### config.mk
export PLATFORM = sky130hd
export DESIGN_NAME = ps2_host_tx_flat
export DESIGN_NICKNAME = d
export VERILOG_FILES = /design/src/rtl/ps2_host_tx_if.sv /design/src/rtl/ps2_host_tx.sv /design/src/flat_wrapper.sv
export SDC_FILE = /design/constraint.sdc
export NUM_CORES = 1
export LEC_CHECK = 0
export BUFFER_PORTS_ARGS = -buffer_cell sky130_fd_sc_hd__buf_2
export CORE_ASPECT_RATIO = 0.8
export CORE_MARGIN = 2
export CORE_UTILIZATION = 59
export CTS_CLUSTER_DIAMETER = 200
export DETAILED_ROUTE_END_ITERATION = 8
export HOLD_SLACK_MARGIN = 0.05
export PLACE_DENSITY = 0.89
export SLEW_MARGIN = 20
export SYNTH_ARGS = -nofsm -noshare
export SYNTH_HDL_FRONTEND = slang
export SYNTH_SLANG_ARGS = --single-unit
### constraint.sdc
create_clock -name clk -period 2.5 [get_ports clk]
set_clock_uncertainty 0.15 [all_clocks]
set_input_delay 0.375 -clock clk [delete_from_list [all_inputs] [get_ports clk]]
set_output_delay 0.375 -clock clk [all_outputs]
set_load 0.1 [all_outputs]
### src/rtl/ps2_host_tx_if.sv
// Command handshake and status bundle between a command source and the
// PS/2 host transmitter.
`timescale 1ns/1ps
interface ps2_host_tx_if;
  logic [7:0] tx_data;
  logic       tx_valid;
  logic       tx_ready;
  logic       busy;
  logic       done;
  logic       error;

  modport master (output tx_data, tx_valid, input tx_ready, busy, done, error);
  modport slave  (input tx_data, tx_valid, output tx_ready, busy, done, error);
endinterface

### src/rtl/ps2_host_tx.sv
// Host-to-device PS/2 transmitter: inhibits the bus, issues a start bit, then
// shifts a command byte out on the device-generated clock and checks the ACK.
`timescale 1ns/1ps
module ps2_host_tx #(
  parameter int INHIBIT_CYCLES = 5000,
  parameter int TIMEOUT_CYCLES = 750000
) (
  input  logic          clk,
  input  logic          rst_n,
  ps2_host_tx_if.slave  host,
  input  logic          ps2_clk_in,
  input  logic          ps2_data_in,
  output logic          ps2_clk_oe,
  output logic          ps2_data_oe
);

  localparam int MAX_COUNT = (TIMEOUT_CYCLES > INHIBIT_CYCLES) ? TIMEOUT_CYCLES : INHIBIT_CYCLES;
  localparam int CW = $clog2(MAX_COUNT + 1);
  localparam logic [CW-1:0] INH_LAST = CW'(INHIBIT_CYCLES - 1);
  localparam logic [CW-1:0] TO_LAST  = CW'(TIMEOUT_CYCLES - 1);

  typedef enum logic [2:0] {IDLE, INHIBIT, REQ, BITS, ACK, WAIT_IDLE} state_t;

  state_t        state, state_n;
  logic [CW-1:0] cnt, cnt_n;
  logic [3:0]    idx, idx_n;
  logic [9:0]    shift, shift_n;
  logic          clk_oe_q, clk_oe_n;
  logic          data_oe_q, data_oe_n;
  logic          done_q, done_n;
  logic          error_q, error_n;
  logic [1:0]    clk_sync, data_sync;
  logic          clk_prev;
  logic          clk_s, data_s, fall, timed;

  // Pins idle high, so the synchronisers reset to 1 to avoid a phantom fall.
  always_ff @(posedge clk or negedge rst_n) begin
    if (!rst_n) begin
      clk_sync  <= 2'b11;
      data_sync <= 2'b11;
      clk_prev  <= 1'b1;
    end else begin
      clk_sync  <= {clk_sync[0], ps2_clk_in};
      data_sync <= {data_sync[0], ps2_data_in};
      clk_prev  <= clk_sync[1];
    end
  end

  assign clk_s  = clk_sync[1];
  assign data_s = data_sync[1];
  assign fall   = clk_prev & ~clk_s;
  assign timed  = (state == REQ) || (state == BITS) || (state == ACK) || (state == WAIT_IDLE);

  always_ff @(posedge clk or negedge rst_n) begin
    if (!rst_n) begin
      state     <= IDLE;
      cnt       <= '0;
      idx       <= '0;
      shift     <= '0;
      clk_oe_q  <= 1'b0;
      data_oe_q <= 1'b0;
      done_q    <= 1'b0;
      error_q   <= 1'b0;
    end else begin
      state     <= state_n;
      cnt       <= cnt_n;
      idx       <= idx_n;
      shift     <= shift_n;
      clk_oe_q  <= clk_oe_n;
      data_oe_q <= data_oe_n;
      done_q    <= done_n;
      error_q   <= error_n;
    end
  end

  always_comb begin
    state_n   = state;
    cnt_n     = cnt;
    idx_n     = idx;
    shift_n   = shift;
    clk_oe_n  = clk_oe_q;
    data_oe_n = data_oe_q;
    done_n    = 1'b0;
    error_n   = 1'b0;

    case (state)
      IDLE: begin
        clk_oe_n  = 1'b0;
        data_oe_n = 1'b0;
        cnt_n     = '0;
        if (host.tx_valid) begin
          shift_n  = {1'b1, ~^host.tx_data, host.tx_data};
          clk_oe_n = 1'b1;
          state_n  = INHIBIT;
        end
      end
      INHIBIT: begin
        cnt_n = cnt + 1'b1;
        if (cnt == INH_LAST) begin
          clk_oe_n  = 1'b0;
          data_oe_n = 1'b1;
          cnt_n     = '0;
          state_n   = REQ;
        end
      end
      REQ: begin
        cnt_n   = cnt + 1'b1;
        idx_n   = '0;
        state_n = BITS;
      end
      BITS: begin
        cnt_n = cnt + 1'b1;
        // Index 9 is the stop bit (1), so its fall releases the data line.
        if (fall) begin
          data_oe_n = ~shift[idx];
          idx_n     = idx + 4'd1;
          if (idx == 4'd9) state_n = ACK;
        end
      end
      ACK: begin
        cnt_n = cnt + 1'b1;
        if (fall) begin
          if (!data_s) begin
            state_n = WAIT_IDLE;
          end else begin
            error_n = 1'b1;
            state_n = IDLE;
          end
        end
      end
      WAIT_IDLE: begin
        cnt_n = cnt + 1'b1;
        if (clk_s && data_s) begin
          done_n  = 1'b1;
          state_n = IDLE;
        end
      end
      default: state_n = IDLE;
    endcase

    // The transfer timeout overrides anything decided above this cycle.
    if (timed && (cnt == TO_LAST)) begin
      state_n   = IDLE;
      clk_oe_n  = 1'b0;
      data_oe_n = 1'b0;
      done_n    = 1'b0;
      error_n   = 1'b1;
    end
  end

  assign host.tx_ready = (state == IDLE);
  assign host.busy     = (state != IDLE);
  assign host.done     = done_q;
  assign host.error    = error_q;
  assign ps2_clk_oe    = clk_oe_q;
  assign ps2_data_oe   = data_oe_q;

endmodule
### src/flat_wrapper.sv
// flat-port wrapper written by rule: the top's interface ports become plain ports
module ps2_host_tx_flat 
#(
  parameter int INHIBIT_CYCLES = 5000,
  parameter int TIMEOUT_CYCLES = 750000
)
  (clk, rst_n, ps2_clk_in, ps2_data_in, ps2_clk_oe, ps2_data_oe, host_tx_data, host_tx_valid, host_tx_ready, host_busy, host_done, host_error);
  ps2_host_tx_if host_i ();
  input  logic clk;
  input  logic rst_n;
  input  logic ps2_clk_in;
  input  logic ps2_data_in;
  output logic ps2_clk_oe;
  output logic ps2_data_oe;
  input wire logic [$bits(host_i.tx_data)-1:0] host_tx_data;
  input wire logic [$bits(host_i.tx_valid)-1:0] host_tx_valid;
  output wire logic [$bits(host_i.tx_ready)-1:0] host_tx_ready;
  output wire logic [$bits(host_i.busy)-1:0] host_busy;
  output wire logic [$bits(host_i.done)-1:0] host_done;
  output wire logic [$bits(host_i.error)-1:0] host_error;
  assign host_i.tx_data = host_tx_data;
  assign host_i.tx_valid = host_tx_valid;
  assign host_tx_ready = host_i.tx_ready;
  assign host_busy = host_i.busy;
  assign host_done = host_i.done;
  assign host_error = host_i.error;
  ps2_host_tx #(.INHIBIT_CYCLES(INHIBIT_CYCLES), .TIMEOUT_CYCLES(TIMEOUT_CYCLES)) u_core (.clk(clk), .rst_n(rst_n), .host(host_i), .ps2_clk_in(ps2_clk_in), .ps2_data_in(ps2_data_in), .ps2_clk_oe(ps2_clk_oe), .ps2_data_oe(ps2_data_oe));
endmodule
==> summary.txt, run 1 <==
Drt
  • # DRC: 0
  • Vias: 1876
  • Initial drt markers: 108
  • Routed vias/inst: 5.826
  • Final wirelength: 4846 um
  • Post-route antenna net violation count: 0
  • Wirelength per Cell: 15.05 um
  • TritonRoute pass-1 iters: 4

Synthesis
  • Synthesized area: 2454 sq um
  • Top cell type by total area after synthesis: dfrtp_1
  • Most frequent cell after synthesis: dfrtp_1
  • Cell count after synthesis: 240
  • FFs w/ async S/R, synth: 1.000
  • Synth area leaders: dfrtp_1, xnor2_1, dfstp_2
  • Synth warnings: 0
  • Sequential area share after synthesis: 0.4717
  • Post-synth top cells: dfrtp_1, nand2_1, xnor2_1
  • Post-synth EDFFs: 0
  • Syn Nets: 256
  • Primary FF master, synth: dfrtp_1
  • Netlist cell types: 49
  • Synthesis-stage register bit count: 46
  • Yosys top cell area share: 0.4182
  • Syn avg cell area: 10.22 sq um

Power
  • Pwr Density: 1049 nW/um^2
  • Worst VDD drop: 1.083 mV
  • Leakage power: 1.150 nW

Floorplanning
  • Die Wd: 76.10 um
  • Row Count: 20
  • Starting density of the core: 0.6285
  • Core Area: 3904 sq um
  • Ports: 19
  • Die area: 4694 sq um
  • Die H: 61.68 um

CTS
  • Clock H-tree levels: 2
  • Clk Latency, worst-skew pair: 0.30 ns
  • CTS resizes: 0
  • Worst-path clk slew: 0.09 ns
  • TritonCTS clock tree: built
  • CTS Root Cell: clkbuf_8
  • Clock Path Buffers: 2
  • Total clock buffers created by CTS: 5
  • # Post-CTS Setup Buffers: 0
  • CTS Sinks: 46

Place
  • Final HPWL DP: 3396 um
  • I/O Buffers: 18
  • GP Congestion: 0.8641
  • Dpl cell area: 2625 sq um

Run status
  • Outcome: complete, no violations

Global routing
  • Global-route wire length before repair: 8204 um
  • Pin count of the biggest net entering global routing: 47
  • GRT overflow: 0
  • Global Route Usage Sum: 0.2270
  • Initial antenna violation count: 0
  • Vias in the first global route: 1689

Timing
  • Final period util: 0.8760
  • Worst slew margin: 0.5690
  • Fin. Hold Viols: 0
  • Min Tclk post-route: 2.190 ns
  • Measured slew at the worst slew-check pin: 0.6406 ns
  • RSZ-0062 raised after global routing: no
  • Max-slew violations: 0
  • Setup total negative slack: 0 ns
  • Final Setup Violations: 0
  • F_max: 0.4566 GHz

Worst setup path
  • Crit. End Element: primary output
  • Cell Chain, Critical Path: buf_4 -> nor3_4 -> buf_2
  • Crit path DAT: 1.66 ns
  • CP Buf/Inv Count: 2
  • Worst-path maximum fanout: 12
  • CP startpoint kind: flop
  • CP delay by family, top: buffers and inverters
  • Worst path slowest cell: dfrtp_1
  • Crit-path max cell delay: 0.47 ns
  • Crit Path Class: flop to primary output
  • Worst Path Required: 1.98 ns

Worst hold path
  • Hold WC Path Type: input port to flop

Finish
  • P&R area growth vs syn: 12.70%
  • Antenna fix cells: 0
  • Layout Nets: 282
  • Final core occ: 0.7083
  • Fraction of layout cells with a size suffix above 1: 0.2509
  • Final instance area: 2765 sq um

Job
  • Max Cap Viol: 0
report_power, final:
part,leakage [nW],switching [mW],internal (mW)
clock network,0.0514,0.252,0.298
registers,0.581,0.209,0.924
logic,0.518,0.754,0.463
worst paths after layout:
path                                          from            endpoint  slack (ns)  cells past startpoint
worst max-delay path               u_core.state[1]       host_tx_ready        0.31                      3
worst min-delay path               host_tx_data[3]     u_core.shift[3]        0.17                      2
worst max register to register       u_core.cnt[6]      u_core.cnt[13]        0.33                      6
worst min register to register  u_core.clk_sync[0]  u_core.clk_sync[1]        0.22                      0
max in group asynchronous                    rst_n    u_core.host.done        1.27                      3
min in group asynchronous                    rst_n     u_core.shift[5]        0.53                      3
routing by layer:
layer / track usage / routed length, um / vias to the layer above
li1: - / - / 892
met3: 0.03519 / 248 / 5
met2: 0.3610 / 2194 / 47
met1: 0.3311 / 2353 / 932
met5: 0 / 0 / -
met4: 0.07013 / 50 / 0
cell type report:
type | count | area [sq um]
well taps | 55 | 68.82
inverters | 6 | 22.52
clock buffers | 6 | 72.57
clock inverters | 2 | 37.54
flip-flops and latches | 46 | 1157
multi-input cells | 180 | 1241
fillers | 295 | 1139
repair buffers | 27 | 165.2
logic make-up after synthesis:
logic type	share of synthesized area
AO/OA/AOI/OAI	0.08159
XOR/XNOR	0.09281
adder cells (fa/ha/maj)	0.01530
buffers and inverters	0.02703
flip-flops	0.4717
multiplexers	0.06425
AND/OR/NAND/NOR	0.2473
timing repair:
| item | 4_1_cts | 5_1_grt |
|---|---|---|
| endpoints found under the setup margin | 0 | 0 |
| hold buffers | 3 | 0 |
| hold endpoints to repair | 43 | 0 |
metrics by stage:
step	power [mW]	worst slack [ns]	hold WS [ns]	cells
after floorplan	2.107	-0.09678	-0.07059	240
after global placement	2.308	0.4077	0.1959	311
after detailed placement	2.347	0.3544	0.2025	311
after CTS	2.902	0.3083	0.1738	322
after global routing	3.070	0.1367	0.1848	322
final	2.900	0.3100	0.1745	322
sequential cells by signal, summed over array words and instances, names as in the netlist:
signal              count
u_core.data_sync        2
u_core.state            3
u_core.host.error       1
u_core.shift           10
u_core.clk_prev         1
u_core.host.done        1
u_core.cnt             20
u_core.clk_sync         2
u_core.ps2_data_oe      1
u_core.idx              4
u_core.ps2_clk_oe       1
placed cells by master (no fill, tap or decap), types with 3 or more instances in the layout:
cell / instances
a21o_1: 3
a21oi_1: 8
buf_2: 18
buf_4: 6
clkbuf_8: 5
dfrtp_1: 41
dfstp_2: 5
dlygate4sd3_1: 3
ha_1: 3
inv_1: 6
mux2_2: 10
nand2_1: 23
nand2b_1: 5
nand3_1: 8
nand4_1: 6
nor2_1: 16
nor2_2: 10
nor2b_1: 4
nor3_1: 9
nor4_1: 3
o21ai_0: 9
xnor2_1: 20
xor2_1: 6
Note: power is estimated with default switching activity, not from simulation.
==> run 2, diff against run 1 <==
--- a/config.mk
+++ b/config.mk
@@ -12,7 +12,7 @@
 export CTS_CLUSTER_DIAMETER = 200
 export DETAILED_ROUTE_END_ITERATION = 8
 export HOLD_SLACK_MARGIN = 0.05
-export PLACE_DENSITY = 0.89
+export PLACE_DENSITY = 0.79
 export SLEW_MARGIN = 20
 export SYNTH_ARGS = -nofsm -noshare
 export SYNTH_HDL_FRONTEND = slang
==> run 2 against run 1 <==
Effect of this change:
- clock power up 0.9%
- global-route usage up 1.1 points
- count of clock-buffer cells in the layout unchanged
- non-clock buffer count down 1
- sequential power about the same
- flip-flop and latch count unchanged
- cell count down 0.31%
- wire length up 0.89%
- critical path type is now flop to flop
- critical endpoint is now u_core.state[0]
- highest routed layer unchanged
==> summary.txt, run 2 (synthesis gave the netlist of run 1 again) <==
Worst setup path
  • Worst-path maximum fanout: 6 (-6)
  • CP startpoint kind: flop
  • FF-to-FF setup slack: 0.28 ns (-0.05 ns)
  • Crit. End Element: flop
  • Worst Path Required: 2.54 ns (+0.56 ns)
  • Crit Path Class: flop to flop
  • Crit path DAT: 2.26 ns (+0.60 ns)

Finish
  • Most frequent cells in the layout: dfrtp_1, nand2_1, xnor2_1
  • Fraction of layout cells with a size suffix above 1: 0.2481 (-0.002816)
  • P&R area growth vs syn: 12.39%
  • Max FFs per register: 20 (unchanged)
  • Non-filler cells, final: 321 (-0.31%)
  • FILL cells: 311 (+5.4%)
  • Antenna fix cells: 0 (unchanged)
  • Final core occ: 0.7064 (-0.001923)
  • Largest regs: u_core.cnt (20), u_core.shift (10), u_core.idx (4)
  • Most common cell after layout, fill and taps aside: dfrtp_1
  • Layout Nets: 281 (-0.35%)
  • Largest Register: u_core.cnt

Drt
  • Routed vias/inst: 5.636 (-3.3%)
  • Initial drt markers: 133 (+23%)
  • Wirelength per Cell: 15.23 um (+1.2%)
  • M1 wire length: 2416 um (+2.7%)
  • Metal2 WL: 2209 um (+0.68%)
  • Final wirelength: 4889 um (+0.89%)
  • TritonRoute pass-1 iters: 4 (unchanged)
  • Met3 Routed Length: 228 um (-8.1%)
  • Post-route antenna net violation count: 0 (unchanged)
  • # DRC: 0 (unchanged)
  • Top sig layer: met4
  • Vias: 1809 (-3.6%)

CTS
  • Worst-path clk slew: 0.09 ns (about the same)
  • CTS resizes: 0 (unchanged)
  • TritonCTS clock tree: built
  • Clock Path Buffers: 2 (unchanged)
  • CTS Root Cell: clkbuf_8
  • Clk Latency, worst-skew pair: 0.30 ns (about the same)
  • Cts hold-fix bufs: 3 (unchanged)
  • Total clock buffers created by CTS: 5 (unchanged)
  • Clock H-tree levels: 2 (unchanged)
  • # Post-CTS Setup Buffers: 0 (unchanged)
  • CTS Sinks: 46 (unchanged)

Timing
  • Fin. Hold Viols: 0 (unchanged)
  • Final Setup Violations: 0 (unchanged)
  • Min Tclk post-route: 2.223 ns (+0.03313 ns)
  • Measured slew at the worst slew-check pin: 0.6634 ns (+0.02282 ns)
  • Worst slew margin: 0.5537 (-0.01535)
  • Setup total negative slack: 0 ns (unchanged)
  • Hold Worst Slack: 0.1783 ns (+0.003823 ns)
  • F_max: 0.4498 GHz (-1.5%)
  • Final period util: 0.8892 (+0.01325)
  • RSZ-0062 raised after global routing: no
  • Max-slew violations: 0 (unchanged)

Job
  • Max Cap Viol: 0 (unchanged)

Global routing
  • Pin count of the biggest net entering global routing: 47 (unchanged)
  • Global-route wire length before repair: 8528 um (+3.9%)
  • Vias in the first global route: 1732 (+2.5%)
  • Initial antenna violation count: 0 (unchanged)
  • GRT overflow: 0 (unchanged)
  • Global Route Usage Sum: 0.2378 (+0.01087)

Worst hold path
  • Hold WC Path Type: input port to flop

Floorplanning
  • Die area: 4694 sq um (unchanged)
  • Starting density of the core: 0.6285 (unchanged)
  • Core Area: 3904 sq um (unchanged)
  • Die Wd: 76.10 um (unchanged)
  • Ports: 19 (unchanged)
  • Die H: 61.68 um (unchanged)
  • Row Count: 20 (unchanged)

Run status
  • Outcome: complete, no violations

Power
  • Worst VDD drop: 0.6360 mV (-41%)
  • Leakage power: 1.144 nW (-0.54%)
  • Pwr Density: 1054 nW/um^2 (+0.48%)

Place
  • Placed Cells: 310 (-0.32%)
  • I/O Buffers: 18 (unchanged)
  • Final HPWL DP: 3391 um (-0.15%)
  • GP Congestion: 0.8137 (-5.8%)
-- run 2: per-layer routing --
| metal | GRT usage | vias up |
|---|---|---|
| li1 | - | 887 |
| met1 | 0.3578 | 874 |
| met2 | 0.3661 | 43 |
| met3 | 0.03959 | 5 |
| met4 | 0.06234 | 0 |
| met5 | 0 | - |
-- run 2: cell type report --
cell class              count  area, sq um  share of cell area
flip-flops and latches     46         1157              0.4197
clock inverters             2        37.54             0.01361
multi-input cells         180         1241              0.4501
clock buffers               6        72.57             0.02632
well taps                  55        68.82             0.02495
inverters                   6        22.52            0.008167
repair buffers             26        157.7             0.05717
-- run 2: worst paths after layout --
kind / start / end / depth (start not counted)
setup / recovery: u_core.cnt[9] / u_core.state[0] / 5
hold / removal: host_tx_data[2] / u_core.shift[2] / 2
setup reg to reg: u_core.cnt[9] / u_core.state[0] / 5
hold reg to reg: u_core.data_sync[0] / u_core.data_sync[1] / 0
max in group asynchronous: rst_n / u_core.data_sync[0] / 3
min in group asynchronous: rst_n / u_core.idx[0] / 3
-- run 2: metrics by stage --
| step | worst slack (ns) | power [mW] | instance area (sq um) |
|---|---|---|---|
| final | 0.2769 | 2.906 | 2758 |
| after floorplan | -0.09678 | 2.107 | 2465 |
| after global placement | 0.3989 | 2.309 | 2618 |
| after detailed placement | 0.3589 | 2.353 | 2618 |
| after global routing | 0.1142 | 3.091 | 2758 |
| after CTS | 0.3155 | 2.916 | 2758 |
-- run 2: worst max-delay path, stage by stage (launching register included) --
cell	delay, ns
dfrtp_1	0.42
nand4b_1	0.21
nor4_1	0.63
nand2_1	0.34
a21o_1	0.25
o2bb2ai_1	0.11
-- run 2: power by group --
part / leakage, nW / switching [mW] / internal (mW)
logic: 0.512 / 0.759 / 0.456
clock network: 0.0514 / 0.256 / 0.298
registers: 0.581 / 0.212 / 0.924
